<file path="src/rtl/mac_pkg.sv">
// Shared types and arithmetic helpers for the pipelined signed MAC.
// Holds the accumulate-stage FSM encoding, the saturation limits and the
// overflow-aware adder used by mac_signed_pipe (saturating mode is selected
// there with MAC_SIGNED_SAT_EN).
package mac_pkg;

  // Accumulate-stage view of the current group.
  typedef enum logic [1:0] {
    IDLE = 2'd0,
    ACC  = 2'd1,
    OUT  = 2'd2
  } mac_state_e;

  // Internal width for exact sums; any accumulator up to 62 bits fits.
  localparam int CALC_W = 64;

  typedef struct packed {
    logic signed [CALC_W-1:0] sum;
    logic                     ovf;
  } add_res_t;

  // Largest signed value representable in `width` bits.
  function automatic logic signed [CALC_W-1:0] sat_max(input int width);
    return (64'sd1 <<< (width - 1)) - 64'sd1;
  endfunction

  // Most negative signed value representable in `width` bits.
  function automatic logic signed [CALC_W-1:0] sat_min(input int width);
    return -(64'sd1 <<< (width - 1));
  endfunction

  // Exact add, then flag results that do not fit in `width` bits.
  // The caller keeps the low `width` bits, so without saturation the
  // result wraps; with saturation it clamps toward the overflow direction.
  function automatic add_res_t sat_add(input logic signed [CALC_W-1:0] base,
                                       input logic signed [CALC_W-1:0] addend,
                                       input int                       width,
                                       input logic                     sat_en);
    add_res_t                 res;
    logic signed [CALC_W-1:0] exact;
    exact   = base + addend;
    res.ovf = (exact > sat_max(width)) || (exact < sat_min(width));
    res.sum = exact;
    if (sat_en && res.ovf) begin
      res.sum = exact[CALC_W-1] ? sat_min(width) : sat_max(width);
    end
    return res;
  endfunction

endpackage

</file>
<file path="src/rtl/mac_mult_stage.sv">
// Stage 1 of the MAC: registers the full-width signed product a*b,
// sign-extended to the accumulator width, together with the beat's
// carry-in and group flags. i_en low freezes the whole stage.
module mac_mult_stage
  import mac_pkg::*;
#(
  parameter int WIDTH_A = 8,
  parameter int WIDTH_B = 8,
  parameter int ACC_W   = 20
) (
  input  logic                     clk,
  input  logic                     rst_n,
  input  logic                     i_en,
  input  logic                     i_valid,
  input  logic [WIDTH_A-1:0]       i_a,
  input  logic [WIDTH_B-1:0]       i_b,
  input  logic                     i_cin,
  input  logic                     i_first,
  input  logic                     i_last,
  output logic                     o_valid,
  output logic signed [ACC_W-1:0]  o_p,
  output logic                     o_cin,
  output logic                     o_first,
  output logic                     o_last
);

  localparam int PROD_W = WIDTH_A + WIDTH_B;

  logic signed [PROD_W-1:0] w_prod;

  // Both operands widened with sign before multiplying: no truncation even
  // for the most negative operand pair.
  assign w_prod = PROD_W'($signed(i_a)) * PROD_W'($signed(i_b));

  // Capture the beat whenever the pipeline is advancing.
  always_ff @(posedge clk or negedge rst_n) begin
    if (!rst_n) begin
      o_valid <= 1'b0;
      o_p     <= '0;
      o_cin   <= 1'b0;
      o_first <= 1'b0;
      o_last  <= 1'b0;
    end else if (i_en) begin
      o_valid <= i_valid;
      o_p     <= ACC_W'(w_prod);
      o_cin   <= i_cin;
      o_first <= i_first;
      o_last  <= i_last;
    end
  end

endmodule

</file>
<file path="src/rtl/mac_signed_pipe.sv">
// Pipelined signed multiply-accumulate: S1 multiplies, S2 accumulates beats
// into groups delimited by first/last and presents one sum per group.
// Build option: define MAC_SIGNED_SAT_EN for a saturating accumulator;
// otherwise the accumulator wraps in two's complement. out_ovf flags
// overflow in either build.
//
// Handshake: a beat moves on in_valid && in_ready, a result on
// out_valid && out_ready. While a result waits (out_valid && !out_ready)
// both stages freeze and in_ready is low; out_valid/out_sum/out_ovf stay
// stable until taken.
module mac_signed_pipe
  import mac_pkg::*;
#(
  parameter int WIDTH_A = 8,
  parameter int WIDTH_B = 8,
  parameter int GUARD   = 4
) (
  input  logic                               clk,
  input  logic                               rst_n,
  input  logic                               in_valid,
  output logic                               in_ready,
  input  logic [WIDTH_A-1:0]                 a,
  input  logic [WIDTH_B-1:0]                 b,
  input  logic                               cin,
  input  logic                               first,
  input  logic                               last,
  output logic                               out_valid,
  input  logic                               out_ready,
  output logic [WIDTH_A+WIDTH_B+GUARD-1:0]   out_sum,
  output logic                               out_ovf,
  output logic [1:0]                         o_dbg_state
);

  localparam int ACC_W = WIDTH_A + WIDTH_B + GUARD;

`ifdef MAC_SIGNED_SAT_EN
  localparam logic SAT_EN = 1'b1;
`else
  localparam logic SAT_EN = 1'b0;
`endif

  logic                     r_run;
  logic                     w_stall;
  logic                     w_accept;
  mac_state_e               r_state;
  mac_state_e               w_state_next;

  logic                     w_s1_valid;
  logic signed [ACC_W-1:0]  w_s1_p;
  logic                     w_s1_cin;
  logic                     w_s1_first;
  logic                     w_s1_last;

  logic                     w_process;
  logic                     w_eff_first;
  logic signed [ACC_W-1:0]  w_base;
  add_res_t                 w_res;
  logic signed [ACC_W-1:0]  w_acc_next;
  logic                     w_ovf_next;
  logic [CALC_W-ACC_W-1:0]  w_unused_hi;

  logic signed [ACC_W-1:0]  r_acc;
  logic                     r_ovf_flag;
  logic signed [ACC_W-1:0]  r_sum;
  logic                     r_ovf;

  assign w_stall     = out_valid && !out_ready;
  assign in_ready    = r_run && !w_stall;
  assign w_accept    = in_valid && in_ready;
  assign out_sum     = r_sum;
  assign out_ovf     = r_ovf;
  assign o_dbg_state = r_state;

  // Holds in_ready low until the first clock after reset is released.
  always_ff @(posedge clk or negedge rst_n) begin
    if (!rst_n) r_run <= 1'b0;
    else        r_run <= 1'b1;
  end

  mac_mult_stage #(
    .WIDTH_A (WIDTH_A),
    .WIDTH_B (WIDTH_B),
    .ACC_W   (ACC_W)
  ) u_mult (
    .clk     (clk),
    .rst_n   (rst_n),
    .i_en    (in_ready),
    .i_valid (w_accept),
    .i_a     (a),
    .i_b     (b),
    .i_cin   (cin),
    .i_first (first),
    .i_last  (last),
    .o_valid (w_s1_valid),
    .o_p     (w_s1_p),
    .o_cin   (w_s1_cin),
    .o_first (w_s1_first),
    .o_last  (w_s1_last)
  );

  // A beat arriving with no group open (IDLE, or right after a result)
  // starts a fresh group even without its first flag.
  assign w_process   = w_s1_valid && !w_stall;
  assign w_eff_first = w_s1_first || (r_state != ACC);
  assign w_base      = w_eff_first ? '0 : r_acc;
  assign w_res       = sat_add(CALC_W'(w_base),
                               CALC_W'(w_s1_p) + CALC_W'($signed({1'b0, w_s1_cin})),
                               ACC_W, SAT_EN);
  assign w_acc_next  = w_res.sum[ACC_W-1:0];
  assign w_unused_hi = w_res.sum[CALC_W-1:ACC_W];
  assign w_ovf_next  = (w_eff_first ? 1'b0 : r_ovf_flag) | w_res.ovf;

  // Running group sum and sticky overflow flag.
  always_ff @(posedge clk or negedge rst_n) begin
    if (!rst_n) begin
      r_acc      <= '0;
      r_ovf_flag <= 1'b0;
    end else if (w_process) begin
      r_acc      <= w_acc_next;
      r_ovf_flag <= w_ovf_next;
    end
  end

  // Result register: loaded when the closing beat of a group is added.
  always_ff @(posedge clk or negedge rst_n) begin
    if (!rst_n) begin
      r_sum <= '0;
      r_ovf <= 1'b0;
    end else if (w_process && w_s1_last) begin
      r_sum <= w_acc_next;
      r_ovf <= w_ovf_next;
    end
  end

  // Group FSM state register.
  always_ff @(posedge clk or negedge rst_n) begin
    if (!rst_n) r_state <= IDLE;
    else        r_state <= w_state_next;
  end

  // Next-state logic; out_valid is simply "a result is being presented".
  always_comb begin
    w_state_next = r_state;
    out_valid    = (r_state == OUT);
    case (r_state)
      IDLE: begin
        if (w_process) w_state_next = w_s1_last ? OUT : ACC;
      end
      ACC: begin
        if (w_process && w_s1_last) w_state_next = OUT;
      end
      OUT: begin
        if (out_ready) begin
          if (w_process) w_state_next = w_s1_last ? OUT : ACC;
          else           w_state_next = IDLE;
        end
      end
      default: w_state_next = IDLE;
    endcase
  end

endmodule

</file>
<file path="config.mk">
export PLATFORM = sky130hd
export DESIGN_NAME = mac_signed_pipe
export DESIGN_NICKNAME = d
export VERILOG_FILES = /design/src/rtl/mac_pkg.sv /design/src/rtl/mac_mult_stage.sv /design/src/rtl/mac_signed_pipe.sv
export SDC_FILE = /design/constraint.sdc
export NUM_CORES = 1
export LEC_CHECK = 0
export CORE_MARGIN = 1
export CORE_UTILIZATION = 34
export DETAILED_ROUTE_END_ITERATION = 6
export PLACE_DENSITY = 0.48
export SETUP_SLACK_MARGIN = 0.5
export SKIP_CTS_REPAIR_TIMING = 1
export SLEW_MARGIN = 20
export SYNTH_ARGS = -nofsm -noshare
export SYNTH_HDL_FRONTEND = slang
export SYNTH_SLANG_ARGS = --single-unit
</file>
<file path="constraint.sdc">
create_clock -name clk -period 6.1 [get_ports clk]
set_input_delay 1.22 -clock clk [delete_from_list [all_inputs] [get_ports clk]]
set_output_delay 1.22 -clock clk [all_outputs]
set_load 0.01 [all_outputs]
</file>
### Word-level counts from Yosys, hierarchy flattened

Cells that the tools add are included.

| cells by class | value |
|---|---|
| add/sub/neg operators | 2 |
| $mul | 1 |
| order comparisons | 2 |
| equal/unequal tests | 6 |
| muxes and demuxes | 8 |
| bitwise gates (word level) | 1 |
| reduce and logical (&&, ||, !) cells | 11 |

Operators with widths:

| cell | count |
|---|---|
| adder 20 x 17 -> 21 bit | 1 |
| > comparator 21 x 20 -> 1 bit (second input constant) | 1 |
| less-than comparator 21 x 20 -> 1 bit (second input constant) | 1 |
| two-way mux 20 bit | 1 |
| adder 16 x 2 -> 17 bit | 1 |
| multiplier 8 x 8 -> 16 bit | 1 |
| two-way mux 2 bit | 5 |
| one-hot mux 2 bit (3 select lines) | 1 |
| logical AND 1 bit | 5 |
| inequality test 2 x 1 -> 1 bit (second input constant) | 2 |
| inequality test 2 bit (second input constant) | 2 |
| AND reduction 3 bit | 1 |
| == test 2 x 1 -> 1 bit (second input constant) | 1 |
| == test 2 bit (second input constant) | 1 |
| logical NOT 1 bit | 2 |
| logical NOT 2 bit | 1 |
| logical OR 1 bit | 2 |
| two-way mux 1 bit | 1 |
| bitwise OR 1 bit | 1 |

| word-level totals | value |
|---|---|
| register bits | 65 |
| input port bits | 23 |
| logic and storage cells | 42 |

### Logic depth before layout (Yosys ltp)

| depth | value |
|---|---|
| depth in word-level cells | 7 |
| depth in mapped cells | 18 |

### Cells and area by module

A second synthesis with hierarchy kept.

| second synthesis, totals | value |
|---|---|
| cells, all modules | 629 |
| area total of the unflattened synthesis | 6182.2 µm² |

Modules (own cells, without submodules):

| module | instances | cells an instance | area each (µm²) |
|---|---|---|---|
| mac_mult_stage | 1 | 346 | 3349.5 |
| mac_signed_pipe | 1 | 283 | 2832.7 |

### Worst setup path before layout

No wires, ideal clock.

| timing | value |
|---|---|
| path kind | input to register |
| start | input b[4] |
| end | register u_mult.o_p[14] |
| arrival | 4.943 ns |
| data required time | 5.954 ns |
| path slack | 1.011 ns |
| stages | 16 |
| path buffers | 0 |
| cells stage by stage | and2_1 fa_1 inv_1 fa_1 fa_1 fa_1 inv_1 ha_1 nor2b_1 o21ai_0 a21boi_0 o21ai_0 a21oi_1 o41ai_1 mux2i_1 o311ai_0 |

| between the ends | value |
|---|---|
| cells in the longest elaborated chain, start to end | 1 |

Ends and longest elaborated chain:

| what | line | source |
|---|---|---|
| from (decl) | mac_signed_pipe.sv:23 | `input logic [WIDTH_B-1:0] b,` |
| multiplier 8 x 8 -> 16 bit | mac_mult_stage.sv:33 | `assign w_prod = PROD_W'($signed(i_a)) * PROD_W'($signed(i_b));` |
| to (signal assigned) | mac_mult_stage.sv:45 | `o_p <= ACC_W'(w_prod);` |
| to (decl) | mac_mult_stage.sv:21 | `output logic signed [ACC_W-1:0] o_p,` |

Every way passes these cells.
A chain may end at the register's enable or synchronous reset.

### Worst setup path after layout

| timing | value |
|---|---|
| start | input a[0] |
| end | register u_mult.o_p[13] |

| between the ends | value |
|---|---|
| cells in the longest elaborated chain, start to end | 1 |

Ends and longest elaborated chain:

| what | line | source |
|---|---|---|
| from (decl) | mac_signed_pipe.sv:22 | `input logic [WIDTH_A-1:0] a,` |
| multiplier 8 x 8 -> 16 bit | mac_mult_stage.sv:33 |  |

Every way passes these cells.

==> flow_metrics.py <==
metrics = {
    "worst_setup_path": {
        "cp-startpoint": "a[0]",
        "cp.required_ps": 6300,
        "r2r-end": "r_acc[17]",
        "r2r_slack_ps": 2750,
        "critPathCapture": "u_mult.o_p[13]",
        "cp.arrival_ps": 5460,
        "path_max_fanout": 7,
        "critPathKind": "in2reg",
        "r2r_start": "o_dbg_state[1]",
        "critPathLaunchType": "input pin",
        "end_kind": "flop",
        "rr_worst_depth": 13,
    },
    "timing": {
        "worst_hold_slack_ps": 468,
        "tightest_slew_ps": 852,
        "timing.setup.tns_ps": 0,
        "setup_slack_ps": 839,
        "period_minus_slack_ps": 5260,
        "max_slew_margin": 0.432,
        "report.final.slew_viol_count": 0,
        "setup_viol": 0,
        "fmax_ghz": 0.190,
        "rsz0062_at_grt": "false",
        "hold_violations": 0,
        "fin_crit_sh": 0.862,
        "fin_skew_ps": 7.76,
    },
    "outcome": {
        "failed_checks": "DRC",
        "status": "finished, violations left",
    },
    "die": {
        "die_w_um": 134,
        "fp.dieH_um": 134,
        "initial_core_util": 0.347,
        "rows": 48,
        "coreArea_sq_um": 17200,
        "io_pins": 48,
        "die_area_sq_um": 18100,
    },
    "yosys": {
        "netlist.area_leader.share": 0.273,
        "syn_avg_cell_area_sq_um": 9.70,
        "async_flop_share": 1.00,
        "synth_cell_types": 52,
        "seq_area_frac_synth": 0.273,
        "synthTopCellsByArea": "dfrtp_1 (27%), fa_1 (19%), ha_1 (10%)",
        "syn_area_sq_um": 5960,
        "synth_nets": 742,
        "synth_warnings": 0,
        "ys.flop_type": "dfrtp_1",
        "synth_edf_count": 0,
        "synth_cells": 614,
        "yosysTopAreaCell": "dfrtp_1",
        "ys_seq_elements": 65,
    },
    "cells_and_area": {
        "finalNonFillerCells": 897,
        "final_cell_mix": "nand2_1 (81), inv_1 (74), dfrtp_1 (65)",
        "drive_gt1_frac": 0.0982,
        "syn2layout_area_growth_pct": 18.7,
        "num-nets-final": 795,
        "mostFrequentLayoutCell": "nand2_1",
        "antenna_cells": 0,
    },
    "power_and_ir_drop": {
        "switching_share": 0.398,
        "leakagePower_nw": 3.50,
        "combPwrFrac": 0.592,
        "p_switching_mw": 1.25,
        "power_frac_seq": 0.236,
        "ir_drop_mv": 0.176,
        "clkPwrFrac": 0.172,
        "powerDensity_nw_per_um2": 443,
        "p_int_mw": 1.88,
        "total_power_mw": 3.13,
    },
    "placement": {
        "post-place-cells": 881,
        "place_ws_ps": 97.7,
        "hpwlAfterDp_um": 9760,
        "io_buffers": 47,
        "gp_congestion": 0.840,
    },
    "route": {
        "via_per_inst": 4.69,
        "wl_per_cell_um": 13.8,
        "drcViolationCount": 1,
        "drtIter0Drc": 136,
        "postRouteAntennaNets": 0,
        "routed_wl_um": 12400,
        "vias": 4205,
        "drtPass1Iterations": 6,
    },
    "clock_tree": {
        "clk_latency_ps": 330,
        "clk_pin_slew_ps": 50,
        "clockBufferDepth": 2,
        "cts_root_buf": "clkbuf_16",
        "clock-sinks": 65,
        "cts_buffers": 9,
        "htreeDepth": 3,
        "cts_tree": "built",
    },
    "worst_hold_path": {
        "hold_path.class": "reg2reg",
    },
    "global_route": {
        "overflow": 0,
        "track_usage": 0.149,
        "grt_max_degree": 66,
        "antenna_found_initial": 0,
        "grt_pass1_wl_um": 21500,
        "grt_pass1_vias": 4525,
    },
    "flow_run": {
        "maxCapViolations": 0,
    },
}
[logic make-up (layout without fill, tap and decap cells)]
kind of cell / after synthesis / after routing / share of synthesized area
and+or+nand+nor: 197 / 197 / 0.166
adders and majority gates: 105 / 105 / 0.292
AOI/OAI and AO/OA: 104 / 104 / 0.120
buffers and inverters: 86 / 144 / 0.0548
DFF: 65 / 65 / 0.273
xor gates and xnor gates: 29 / 29 / 0.0426
muxes: 27 / 27 / 0.0508
other: 1 / 1 / 0.000630
[metal layers]
| layer | up-vias | global-route usage | share of wire |
|---|---|---|---|
| met5 | - | 0 | 0 |
| met4 | 0 | 0.0537 | 0.011 |
| met3 | 11 | 0.0125 | 0.016 |
| met2 | 50 | 0.255 | 0.48 |
| met1 | 2031 | 0.196 | 0.49 |
| li1 | 2113 | - | - |
[power groups by stage]
stage	sequential [mW]	combinational [mW]	clock, mW
5_1_grt	0.770	2.11	0.571
2_1_floorplan	0.750	1.34	0
3_3_place_gp	0.741	1.83	0
6_report	0.739	1.85	0.539
3_5_place_dp	0.747	1.86	0
4_1_cts	0.743	1.87	0.553
[area by class of cell]
cell class                      count  area, sq um
Clock buffer                       10          229
Multi-Input combinational cell    463         4020
Fill cell                        1730        10100
Timing Repair Buffer               54          556
Tap cell                          225          282
Sequential cell                    65         1630
Clock inverter                      6         82.6
Inverter                           74          278
[Yosys cell counts (2+ instances only)]
cell      number
a211o_1        2
inv_1         74
o21ai_0       34
o211a_1        2
a21oi_1       21
a21oi_2        4
and3_1         4
a41oi_1        2
fa_1          57
o21bai_2       2
o211ai_2       2
buf_2          3
nor4b_1        3
nand3_1        2
nor3b_1        2
nor2_1        19
dfrtp_1       65
and2_1        56
o21ai_1        2
nand2b_1      12
nor2b_1        4
xnor2_1       23
nand2_1       81
a21o_1         7
or3_1          3
o21a_1         8
o31ai_1        4
nor3_1         8
mux2_2        26
ha_1          48
xor2_1         6
clkbuf_1       8
[critical path, cell delays in order]
cell and delay (ps):
clkdlybuf4s50_1 460, buf_4 140, and2_1 170, fa_1 190, inv_1 60, fa_1 520
inv_1 40, ha_1 260, inv_1 50, fa_1 580, inv_1 60, ha_1 280
a21o_1 180, a21oi_1 250, o21ai_0 130, o211a_1 160, a41oi_1 330, nand2b_1 120
xnor2_1 150, o21ai_0 90
[registers in the layout (all words and copies together), names as in the netlist]
signal	count
r_ovf_flag	1
r_acc	20
out_ovf	1
u_mult.o_last	1
o_dbg_state	2
out_sum	20
r_run	1
u_mult.o_p	16
u_mult.o_first	1
u_mult.o_valid	1
u_mult.o_cin	1
[worst min path at each step]
stage,from,endpoint,slack (ps),depth (start not counted)
5_1_grt,r_acc[15],r_acc[15],500,2
3_5_place_dp,r_acc[7],r_acc[7],460,2
3_3_place_gp,r_acc[18],r_acc[18],450,2
2_1_floorplan,r_acc[12],r_acc[12],440,2
4_1_cts,r_acc[7],r_acc[7],470,2
6_report,r_acc[7],r_acc[7],470,2
[per-stage QoR]
stage               utilization  area, sq um
detailed placement        0.391         6710
global placement          0.391         6710
CTS                       0.409         7020
finish                    0.412         7070
global route              0.412         7070
floorplan                     -         5960
(Power assumes the default switching activity.)
